<file path="src/rtl/mesh_adapter_shared_pe_pkg.sv">
// Mesh field layout, widths and request/response records shared by the shared-PE mesh adapter.
package mesh_adapter_shared_pe_pkg;

    localparam int MESH_W                      = 64;
    localparam int ADDR_WIDTH                  = 16;
    localparam int LAZY_LEN_LOG2               = 3;
    localparam int NUM_JOB_PE_LOG2             = 4;
    localparam int MESH_X_SIZE_LOG2            = 2;
    localparam int MESH_Y_SIZE_LOG2            = 3;
    localparam int MATCH_LEN_WIDTH             = 8;
    localparam int IN_MESH_MATCH_PE_ADDR_WIDTH = 10;

    // Request flit field offsets, identical on the job-side adapter.
    localparam int MESH_REQ_JOBIDX_LSB = 0;
    localparam int MESH_REQ_TAG_LSB    = MESH_REQ_JOBIDX_LSB + NUM_JOB_PE_LOG2;
    localparam int MESH_REQ_HIST_LSB   = MESH_REQ_TAG_LSB + LAZY_LEN_LOG2;
    localparam int MESH_REQ_HEAD_LSB   = MESH_REQ_HIST_LSB + ADDR_WIDTH;
    localparam int MESH_REQ_W          = MESH_REQ_HEAD_LSB + ADDR_WIDTH;

    typedef logic [ADDR_WIDTH-1:0]      addr_t;
    typedef logic [NUM_JOB_PE_LOG2-1:0] job_idx_t;
    typedef logic [LAZY_LEN_LOG2-1:0]   tag_t;
    typedef logic [MATCH_LEN_WIDTH-1:0] match_len_t;

    typedef struct packed {
        addr_t    head_addr;
        addr_t    history_addr;
        tag_t     tag;
        job_idx_t job_idx;
    } req_t;

    typedef struct packed {
        job_idx_t job_idx;
        tag_t     tag;
    } id_t;

    typedef struct packed {
        job_idx_t   job_idx;
        tag_t       tag;
        match_len_t match_len;
    } resp_t;

    function automatic req_t decode_req(input logic [MESH_REQ_W-1:0] flit);
        req_t r;
        r.job_idx      = flit[MESH_REQ_JOBIDX_LSB +: NUM_JOB_PE_LOG2];
        r.tag          = flit[MESH_REQ_TAG_LSB +: LAZY_LEN_LOG2];
        r.history_addr = flit[MESH_REQ_HIST_LSB +: ADDR_WIDTH];
        r.head_addr    = flit[MESH_REQ_HEAD_LSB +: ADDR_WIDTH];
        return r;
    endfunction

endpackage

</file>
<file path="src/rtl/mesh_adapter_shared_pe_if.sv">
// Mesh and shared-PE handshake bundle; master is the adapter's view, slave the surroundings'.
interface mesh_adapter_shared_pe_if;
    import mesh_adapter_shared_pe_pkg::*;

    logic                        from_mesh_valid;
    logic                        from_mesh_ready;
    logic [MESH_W-1:0]           from_mesh_payload;
    logic                        match_req_valid;
    logic                        match_req_ready;
    addr_t                       match_req_head_addr;
    addr_t                       match_req_history_addr;
    logic                        match_resp_valid;
    logic                        match_resp_ready;
    match_len_t                  match_resp_match_len;
    logic                        to_mesh_valid;
    logic                        to_mesh_ready;
    logic [MESH_X_SIZE_LOG2-1:0] to_mesh_x_dst;
    logic [MESH_Y_SIZE_LOG2-1:0] to_mesh_y_dst;
    logic [MESH_W-1:0]           to_mesh_payload;

    modport master (
        input  from_mesh_valid, from_mesh_payload, match_req_ready,
               match_resp_valid, match_resp_match_len, to_mesh_ready,
        output from_mesh_ready, match_req_valid, match_req_head_addr,
               match_req_history_addr, match_resp_ready, to_mesh_valid,
               to_mesh_x_dst, to_mesh_y_dst, to_mesh_payload
    );

    modport slave (
        output from_mesh_valid, from_mesh_payload, match_req_ready,
               match_resp_valid, match_resp_match_len, to_mesh_ready,
        input  from_mesh_ready, match_req_valid, match_req_head_addr,
               match_req_history_addr, match_resp_ready, to_mesh_valid,
               to_mesh_x_dst, to_mesh_y_dst, to_mesh_payload
    );
endinterface

</file>
<file path="src/rtl/mesh_adapter_shared_pe_sync_id_fifo.sv">
// Synchronous FIFO with registered storage and full/empty/count flags.
// Latency: a push in cycle N is visible at pop_dat in cycle N+1.
// Backpressure: caller gates push on !full (or a same-cycle pop) and pop on !empty.
module sync_id_fifo #(
    parameter int WIDTH = 8,
    parameter int DEPTH = 4
) (
    input  logic                   clk,
    input  logic                   rst,
    input  logic                   push_vld,
    input  logic [WIDTH-1:0]       push_dat,
    input  logic                   pop_vld,
    output logic [WIDTH-1:0]       pop_dat,
    output logic                   full,
    output logic                   empty,
    output logic [$clog2(DEPTH):0] count
);
    localparam int AW = $clog2(DEPTH);

    logic [AW:0]      wr_ptr;
    logic [AW:0]      rd_ptr;
    logic [WIDTH-1:0] mem [DEPTH];

    always_ff @(posedge clk) begin
        if (rst) begin
            wr_ptr <= '0;
            rd_ptr <= '0;
            for (int i = 0; i < DEPTH; i++) mem[i] <= '0;
        end else begin
            if (push_vld) begin
                mem[wr_ptr[AW-1:0]] <= push_dat;
                wr_ptr              <= wr_ptr + (AW+1)'(1);
            end
            if (pop_vld) rd_ptr <= rd_ptr + (AW+1)'(1);
        end
    end

    // Pointers carry one extra bit so full and empty differ only in that bit.
    assign count   = wr_ptr - rd_ptr;
    assign empty   = (wr_ptr == rd_ptr);
    assign full    = (count == (AW+1)'(DEPTH));
    assign pop_dat = mem[rd_ptr[AW-1:0]];
endmodule

</file>
<file path="src/rtl/mesh_adapter_shared_pe.sv">
// Mesh endpoint for one shared match PE: decodes requests, tracks origin, routes results back.
// Latency: request accept N -> match_req_valid N+1; result accept N -> to_mesh_valid N+1.
// Backpressure: all readies come from registered occupancy, never from a same-cycle ready.
module mesh_adapter_shared_pe
    import mesh_adapter_shared_pe_pkg::*;
#(
    parameter int SHARED_PE_IDX     = 0,
    parameter int OUTSTANDING_DEPTH = 4
) (
    input  logic                     clk,
    input  logic                     rst,
    mesh_adapter_shared_pe_if.master bus,
    output logic                     misroute_err
);
    localparam int ID_CW = $clog2(OUTSTANDING_DEPTH) + 1;
    localparam int OCW   = ID_CW + 1;
    localparam job_idx_t PE_IDX = NUM_JOB_PE_LOG2'(SHARED_PE_IDX);

    req_t             req_in;
    req_t             req_q;
    logic             req_push;
    logic             req_full;
    logic             req_empty;
    logic [1:0]       req_cnt;
    id_t              id_q;
    logic             id_push;
    logic             id_pop;
    logic             id_empty;
    logic             id_full_unused;
    logic [ID_CW-1:0] id_cnt;
    resp_t            resp_in;
    resp_t            resp_q;
    logic             resp_pop;
    logic             resp_full;
    logic             resp_empty;
    logic [1:0]       resp_cnt_unused;
    logic             payload_hi_unused;

    assign req_in            = decode_req(bus.from_mesh_payload[MESH_REQ_W-1:0]);
    assign payload_hi_unused = ^bus.from_mesh_payload[MESH_W-1:MESH_REQ_W];

    // Occupancy counts both the request stage and requests already inside the PE.
    assign bus.from_mesh_ready = !rst && !req_full &&
                                 ((OCW'(req_cnt) + OCW'(id_cnt)) < OCW'(OUTSTANDING_DEPTH));
    assign req_push = bus.from_mesh_valid && bus.from_mesh_ready;

    sync_id_fifo #(.WIDTH($bits(req_t)), .DEPTH(2)) u_req_buf (
        .clk      (clk),
        .rst      (rst),
        .push_vld (req_push),
        .push_dat (req_in),
        .pop_vld  (id_push),
        .pop_dat  (req_q),
        .full     (req_full),
        .empty    (req_empty),
        .count    (req_cnt)
    );

    assign bus.match_req_valid        = !req_empty;
    assign bus.match_req_head_addr    = req_q.head_addr;
    assign bus.match_req_history_addr = req_q.history_addr;
    assign id_push = bus.match_req_valid && bus.match_req_ready;

    sync_id_fifo #(.WIDTH($bits(id_t)), .DEPTH(OUTSTANDING_DEPTH)) u_id_fifo (
        .clk      (clk),
        .rst      (rst),
        .push_vld (id_push),
        .push_dat ({req_q.job_idx, req_q.tag}),
        .pop_vld  (id_pop),
        .pop_dat  (id_q),
        .full     (id_full_unused),
        .empty    (id_empty),
        .count    (id_cnt)
    );

    // PE results arrive in request order, so the FIFO head is always the owner.
    assign bus.match_resp_ready = !rst && !resp_full && !id_empty;
    assign id_pop  = bus.match_resp_valid && bus.match_resp_ready;
    assign resp_in = '{job_idx: id_q.job_idx, tag: id_q.tag, match_len: bus.match_resp_match_len};

    sync_id_fifo #(.WIDTH($bits(resp_t)), .DEPTH(2)) u_resp_buf (
        .clk      (clk),
        .rst      (rst),
        .push_vld (id_pop),
        .push_dat (resp_in),
        .pop_vld  (resp_pop),
        .pop_dat  (resp_q),
        .full     (resp_full),
        .empty    (resp_empty),
        .count    (resp_cnt_unused)
    );

    // Job PEs sit on even mesh rows; the row index is the upper job_idx bits shifted up.
    assign bus.to_mesh_valid   = !resp_empty;
    assign bus.to_mesh_x_dst   = resp_q.job_idx[MESH_X_SIZE_LOG2-1:0];
    assign bus.to_mesh_y_dst   = {resp_q.job_idx[NUM_JOB_PE_LOG2-1:MESH_X_SIZE_LOG2], 1'b0};
    assign bus.to_mesh_payload = MESH_W'({resp_q.match_len, resp_q.tag});
    assign resp_pop = bus.to_mesh_valid && bus.to_mesh_ready;

    always_ff @(posedge clk) begin
        if (rst) begin
            misroute_err <= 1'b0;
        end else if ((req_push &&
                      (req_in.history_addr[IN_MESH_MATCH_PE_ADDR_WIDTH +: NUM_JOB_PE_LOG2] != PE_IDX)) ||
                     (bus.match_resp_valid && id_empty)) begin
            misroute_err <= 1'b1;
        end
    end
endmodule

</file>
<file path="src/flat_wrapper.sv">
// flat-port wrapper written by rule: the top's interface ports become plain ports
module mesh_adapter_shared_pe_flat import mesh_adapter_shared_pe_pkg::*;
#(
    parameter int SHARED_PE_IDX     = 0,
    parameter int OUTSTANDING_DEPTH = 4
)
  (clk, rst, misroute_err, bus_from_mesh_valid, bus_from_mesh_payload, bus_match_req_ready, bus_match_resp_valid, bus_match_resp_match_len, bus_to_mesh_ready, bus_from_mesh_ready, bus_match_req_valid, bus_match_req_head_addr, bus_match_req_history_addr, bus_match_resp_ready, bus_to_mesh_valid, bus_to_mesh_x_dst, bus_to_mesh_y_dst, bus_to_mesh_payload);
  mesh_adapter_shared_pe_if bus_i ();
  input  logic clk;
  input  logic rst;
  output logic misroute_err;
  input wire logic [$bits(bus_i.from_mesh_valid)-1:0] bus_from_mesh_valid;
  input wire logic [$bits(bus_i.from_mesh_payload)-1:0] bus_from_mesh_payload;
  input wire logic [$bits(bus_i.match_req_ready)-1:0] bus_match_req_ready;
  input wire logic [$bits(bus_i.match_resp_valid)-1:0] bus_match_resp_valid;
  input wire logic [$bits(bus_i.match_resp_match_len)-1:0] bus_match_resp_match_len;
  input wire logic [$bits(bus_i.to_mesh_ready)-1:0] bus_to_mesh_ready;
  output wire logic [$bits(bus_i.from_mesh_ready)-1:0] bus_from_mesh_ready;
  output wire logic [$bits(bus_i.match_req_valid)-1:0] bus_match_req_valid;
  output wire logic [$bits(bus_i.match_req_head_addr)-1:0] bus_match_req_head_addr;
  output wire logic [$bits(bus_i.match_req_history_addr)-1:0] bus_match_req_history_addr;
  output wire logic [$bits(bus_i.match_resp_ready)-1:0] bus_match_resp_ready;
  output wire logic [$bits(bus_i.to_mesh_valid)-1:0] bus_to_mesh_valid;
  output wire logic [$bits(bus_i.to_mesh_x_dst)-1:0] bus_to_mesh_x_dst;
  output wire logic [$bits(bus_i.to_mesh_y_dst)-1:0] bus_to_mesh_y_dst;
  output wire logic [$bits(bus_i.to_mesh_payload)-1:0] bus_to_mesh_payload;
  assign bus_i.from_mesh_valid = bus_from_mesh_valid;
  assign bus_i.from_mesh_payload = bus_from_mesh_payload;
  assign bus_i.match_req_ready = bus_match_req_ready;
  assign bus_i.match_resp_valid = bus_match_resp_valid;
  assign bus_i.match_resp_match_len = bus_match_resp_match_len;
  assign bus_i.to_mesh_ready = bus_to_mesh_ready;
  assign bus_from_mesh_ready = bus_i.from_mesh_ready;
  assign bus_match_req_valid = bus_i.match_req_valid;
  assign bus_match_req_head_addr = bus_i.match_req_head_addr;
  assign bus_match_req_history_addr = bus_i.match_req_history_addr;
  assign bus_match_resp_ready = bus_i.match_resp_ready;
  assign bus_to_mesh_valid = bus_i.to_mesh_valid;
  assign bus_to_mesh_x_dst = bus_i.to_mesh_x_dst;
  assign bus_to_mesh_y_dst = bus_i.to_mesh_y_dst;
  assign bus_to_mesh_payload = bus_i.to_mesh_payload;
  mesh_adapter_shared_pe #(.SHARED_PE_IDX(SHARED_PE_IDX), .OUTSTANDING_DEPTH(OUTSTANDING_DEPTH)) u_core (.clk(clk), .rst(rst), .bus(bus_i), .misroute_err(misroute_err));
endmodule
</file>
<file path="config.mk">
export PLATFORM = sky130hd
export DESIGN_NAME = mesh_adapter_shared_pe_flat
export DESIGN_NICKNAME = d
export VERILOG_FILES = /design/src/rtl/mesh_adapter_shared_pe_pkg.sv /design/src/rtl/mesh_adapter_shared_pe_if.sv /design/src/rtl/mesh_adapter_shared_pe_sync_id_fifo.sv /design/src/rtl/mesh_adapter_shared_pe.sv /design/src/flat_wrapper.sv
export SDC_FILE = /design/constraint.sdc
export NUM_CORES = 1
export LEC_CHECK = 0
export ABC_AREA = 1
export CAP_MARGIN = 5
export CORE_ASPECT_RATIO = 2
export CORE_MARGIN = 2
export CORE_UTILIZATION = 49
export CTS_CLUSTER_SIZE = 10
export DETAILED_ROUTE_END_ITERATION = 8
export PLACE_DENSITY_LB_ADDON = 0.08
export SLEW_MARGIN = 10
export SYNTH_ARGS = -nofsm -noshare
export SYNTH_HDL_FRONTEND = slang
export SYNTH_SLANG_ARGS = --single-unit
export TNS_END_PERCENT = 1
</file>
<file path="constraint.sdc">
create_clock -name clk -period 4.3 [get_ports clk]
set_input_delay 0.86 -clock clk [delete_from_list [all_inputs] [get_ports clk]]
set_output_delay 0.86 -clock clk [all_outputs]
set_load 0.05 [all_outputs]
</file>
==> results <==
## worst max path at each step
| stage | end | cells after the start | slack [ps] | from |
|---|---|---|---|---|
| global placement | bus_from_mesh_ready | 10 | 710 | u_core.u_id_fifo.wr_ptr[0] |
| detailed placement | bus_from_mesh_ready | 10 | 690 | u_core.u_id_fifo.wr_ptr[0] |
| CTS | bus_from_mesh_ready | 10 | 220 | u_core.u_id_fifo.wr_ptr[0] |
| finish | bus_from_mesh_ready | 10 | 260 | u_core.u_id_fifo.wr_ptr[0] |
| global route | bus_from_mesh_ready | 10 | 70 | u_core.u_id_fifo.wr_ptr[0] |
| floorplan | u_core.u_req_buf.mem[0][0] | 12 | 790 | u_core.u_id_fifo.wr_ptr[0] |
## through the flow
stage / setup WS (ps) / instances
detailed placement: 686 / 917
global placement: 712 / 917
CTS: 221 / 949
finish: 261 / 949
global route: 70.2 / 949
floorplan: 791 / 690
## cell usage after synthesis, types with 4 or more instances
master | count | share of area
buf_4 | 54 | 0.057
nand2_1 | 60 | 0.031
edfxtp_1 | 136 | 0.57
inv_1 | 68 | 0.036
dfxtp_1 | 19 | 0.053
xor2_1 | 4 | 0.0049
mux2_2 | 47 | 0.074
nand4_1 | 4 | 0.0035
nand3_1 | 11 | 0.0077
clkbuf_1 | 7 | 0.0037
mux2i_1 | 7 | 0.0098
ha_1 | 6 | 0.010
a21oi_1 | 17 | 0.012
buf_2 | 14 | 0.0098
nor2_1 | 149 | 0.078
o21ai_0 | 4 | 0.0028
a32o_1 | 7 | 0.0098
## state kept, by name, indices dropped and copies added, names as in the netlist, named ones only
| register | count |
|---|---|
| u_core.u_req_buf.mem | 78 |
| u_core.misroute_err | 1 |
| u_core.u_id_fifo.wr_ptr | 3 |
| u_core.u_req_buf.rd_ptr | 2 |
| u_core.u_resp_buf.rd_ptr | 2 |
| u_core.u_resp_buf.mem | 30 |
| u_core.u_req_buf.wr_ptr | 2 |
| u_core.u_resp_buf.wr_ptr | 2 |
| u_core.u_id_fifo.mem | 28 |
| u_core.u_id_fifo.rd_ptr | 3 |
## cell type report
class | count | area [um2] | share of cell area
Clock inverter | 15 | 198 | 0.0224
Timing Repair Buffer | 111 | 1120 | 0.127
Clock buffer | 17 | 425 | 0.0482
Inverter | 71 | 268 | 0.0303
Sequential cell | 155 | 4470 | 0.506
Tap cell | 192 | 240 | 0.0272
Multi-Input combinational cell | 388 | 2110 | 0.239
## power by group through the flow
stage | clock, mW | sequential [mW] | combinational (mW)
CTS | 1.60 | 1.91 | 1.23
detailed placement | 0 | 1.94 | 1.22
finish | 1.57 | 1.91 | 1.22
floorplan | 0 | 1.89 | 0.950
global placement | 0 | 1.93 | 1.21
global route | 1.65 | 1.93 | 1.30
## critical path, cell delays in order, from the launching register on
cell,delay [ps]
dfxtp_1,410
inv_1,90
ha_1,200
inv_1,80
fa_1,400
ha_1,280
nand2_1,60
nand2_1,50
nor2_2,190
and2_2,210
clkdlybuf4s50_1,810
## logic make-up (layout without fill, tap and decap cells)
family / count (synthesis) / count (layout) / synth area share
DFF: 155 / 155 / 0.624
other: 1 / 54 / 0.000524
AOI/OAI and AO/OA: 29 / 29 / 0.0255
muxes: 54 / 54 / 0.0838
and+or+nand+nor: 238 / 238 / 0.136
xor gates and xnor gates: 6 / 6 / 0.00735
adders and majority gates: 7 / 7 / 0.0133
buffers and inverters: 147 / 214 / 0.109
## per-layer routing
metal	track usage	up-vias	part of all wire
met4	0.0616	0	0.012
met2	0.339	109	0.60
met1	0.164	2136	0.34
met5	0	-	0
met3	0.0529	7	0.051
li1	-	2208	-
==> summary.txt <==
outcome: finished clean
commonest non-fill, non-tap cell in the layout: nor2_1
Hold Crit Class: flop to flop
initial antenna violation count: 0
NumNets Final: 829
Final Hold Violating Endpoints: 0
Avg Vias per Cell: 4.70
most used flip-flop cell after synthesis: edfxtp_1
Die Ht: 175 um
via count: 4,460
CTS Buffer Depth: 2
Final Max Slew Viols: 0
Hold EP: u_core.u_resp_buf.rd_ptr[1]
clock-pin slew on the worst setup and hold paths: 70 ps
Fmax: 0.248 GHz
minimum clock period: 4040 ps
P_int: 3.16 mW
Critical Path Fanout Max: 5
Seq pwr share: 0.406
commonest non-fill, non-tap cells in the layout: nor2_1 (149), edfxtp_1 (136), clkdlybuf4s50_1 (104), inv_1 (68), nand2_1 (58)
drt initial violations: 235
CTS Root Cell: clkbuf_16
Layout Utilization: 0.615
H-tree Lvls: 4
Synth Warn #: 0
Post-CTS Setup Repair Bufs: 0
Starting Density: 0.498
IR Drop Worst-Case VDD: 376 uV
aggregate global-route resource usage: 0.176
DR WL/cell: 13.7 um
P_leak: 3.66 nW
pin count of the biggest net entering global routing: 40
Area Growth Syn to Fin: 23.4%
Initial DRT Pass Iterations: 4
Detailed Place HPWL: 9250 um
clk_lat worst skew: 410 ps
# rows: 62
Sw Share: 0.327
EDFF count, synth: 136
worst clock skew: 9.48 ps
R2R setup slack: 1310 ps
Hold Slack: 486 ps
drt drc: 0
setup violators final: 0
remaining antenna violation count after routing: 0
async set or reset register ratio after synthesis: 0
TritonCTS Sinks: 155
final WL: 13,000 um
Die W: 89.4 um
dpl cell area: 8200 um2
clock share of power: 0.335
Resize count post-CTS: 0
CTS tree: done
Synth Cell Area: 7150 um2
vias in the first global route: 4,675
r2r worst-path depth: 12
Placer Congestion: 0.755
setup_tns: 0 ps
Power Density: 532 nW/um2
Netlist cell types: 34
Setup CP Type: flop to output port
core area: 14,400 um2
IO buf count: 104
Syn Area/Cell: 11.2 um2
Seq/Total Area, Yosys: 0.624
share of post-route cells with drive strength above 1: 0.133
Synth Instances: 637
WHS Path Cells: 2
# fillers: 1,206
num ports: 184
worst path arrival time: 3180 ps
RSZ-0062 raised after global routing: no
fin crit share: 0.939
Num CTS Buffers: 17
register bit total from synthesis: 155
crit start category: flop
max_cap viols: 0
logic gate share of total power: 0.259
reg2reg start: u_core.u_id_fifo.wr_ptr[0]
hold_sp: u_core.u_resp_buf.rd_ptr[1]
die area: 15,600 um2
Slew Limit Headroom: 0.390
RR Endpoint: u_core.u_req_buf.mem[0][38]
Worst Tran Pin Value: 914 ps
Data required, critical path: 3440 ps
GRT overflow: 0
Design Area, Final: 8830 um2
ant diodes: 0
hold bufs inserted after CTS: 0
Power Total: 4.70 mW
first-pass GRT wire length: 21,200 um
Worst Setup End Kind: output port
sw power: 1.54 mW
(Power assumes the default switching activity.)
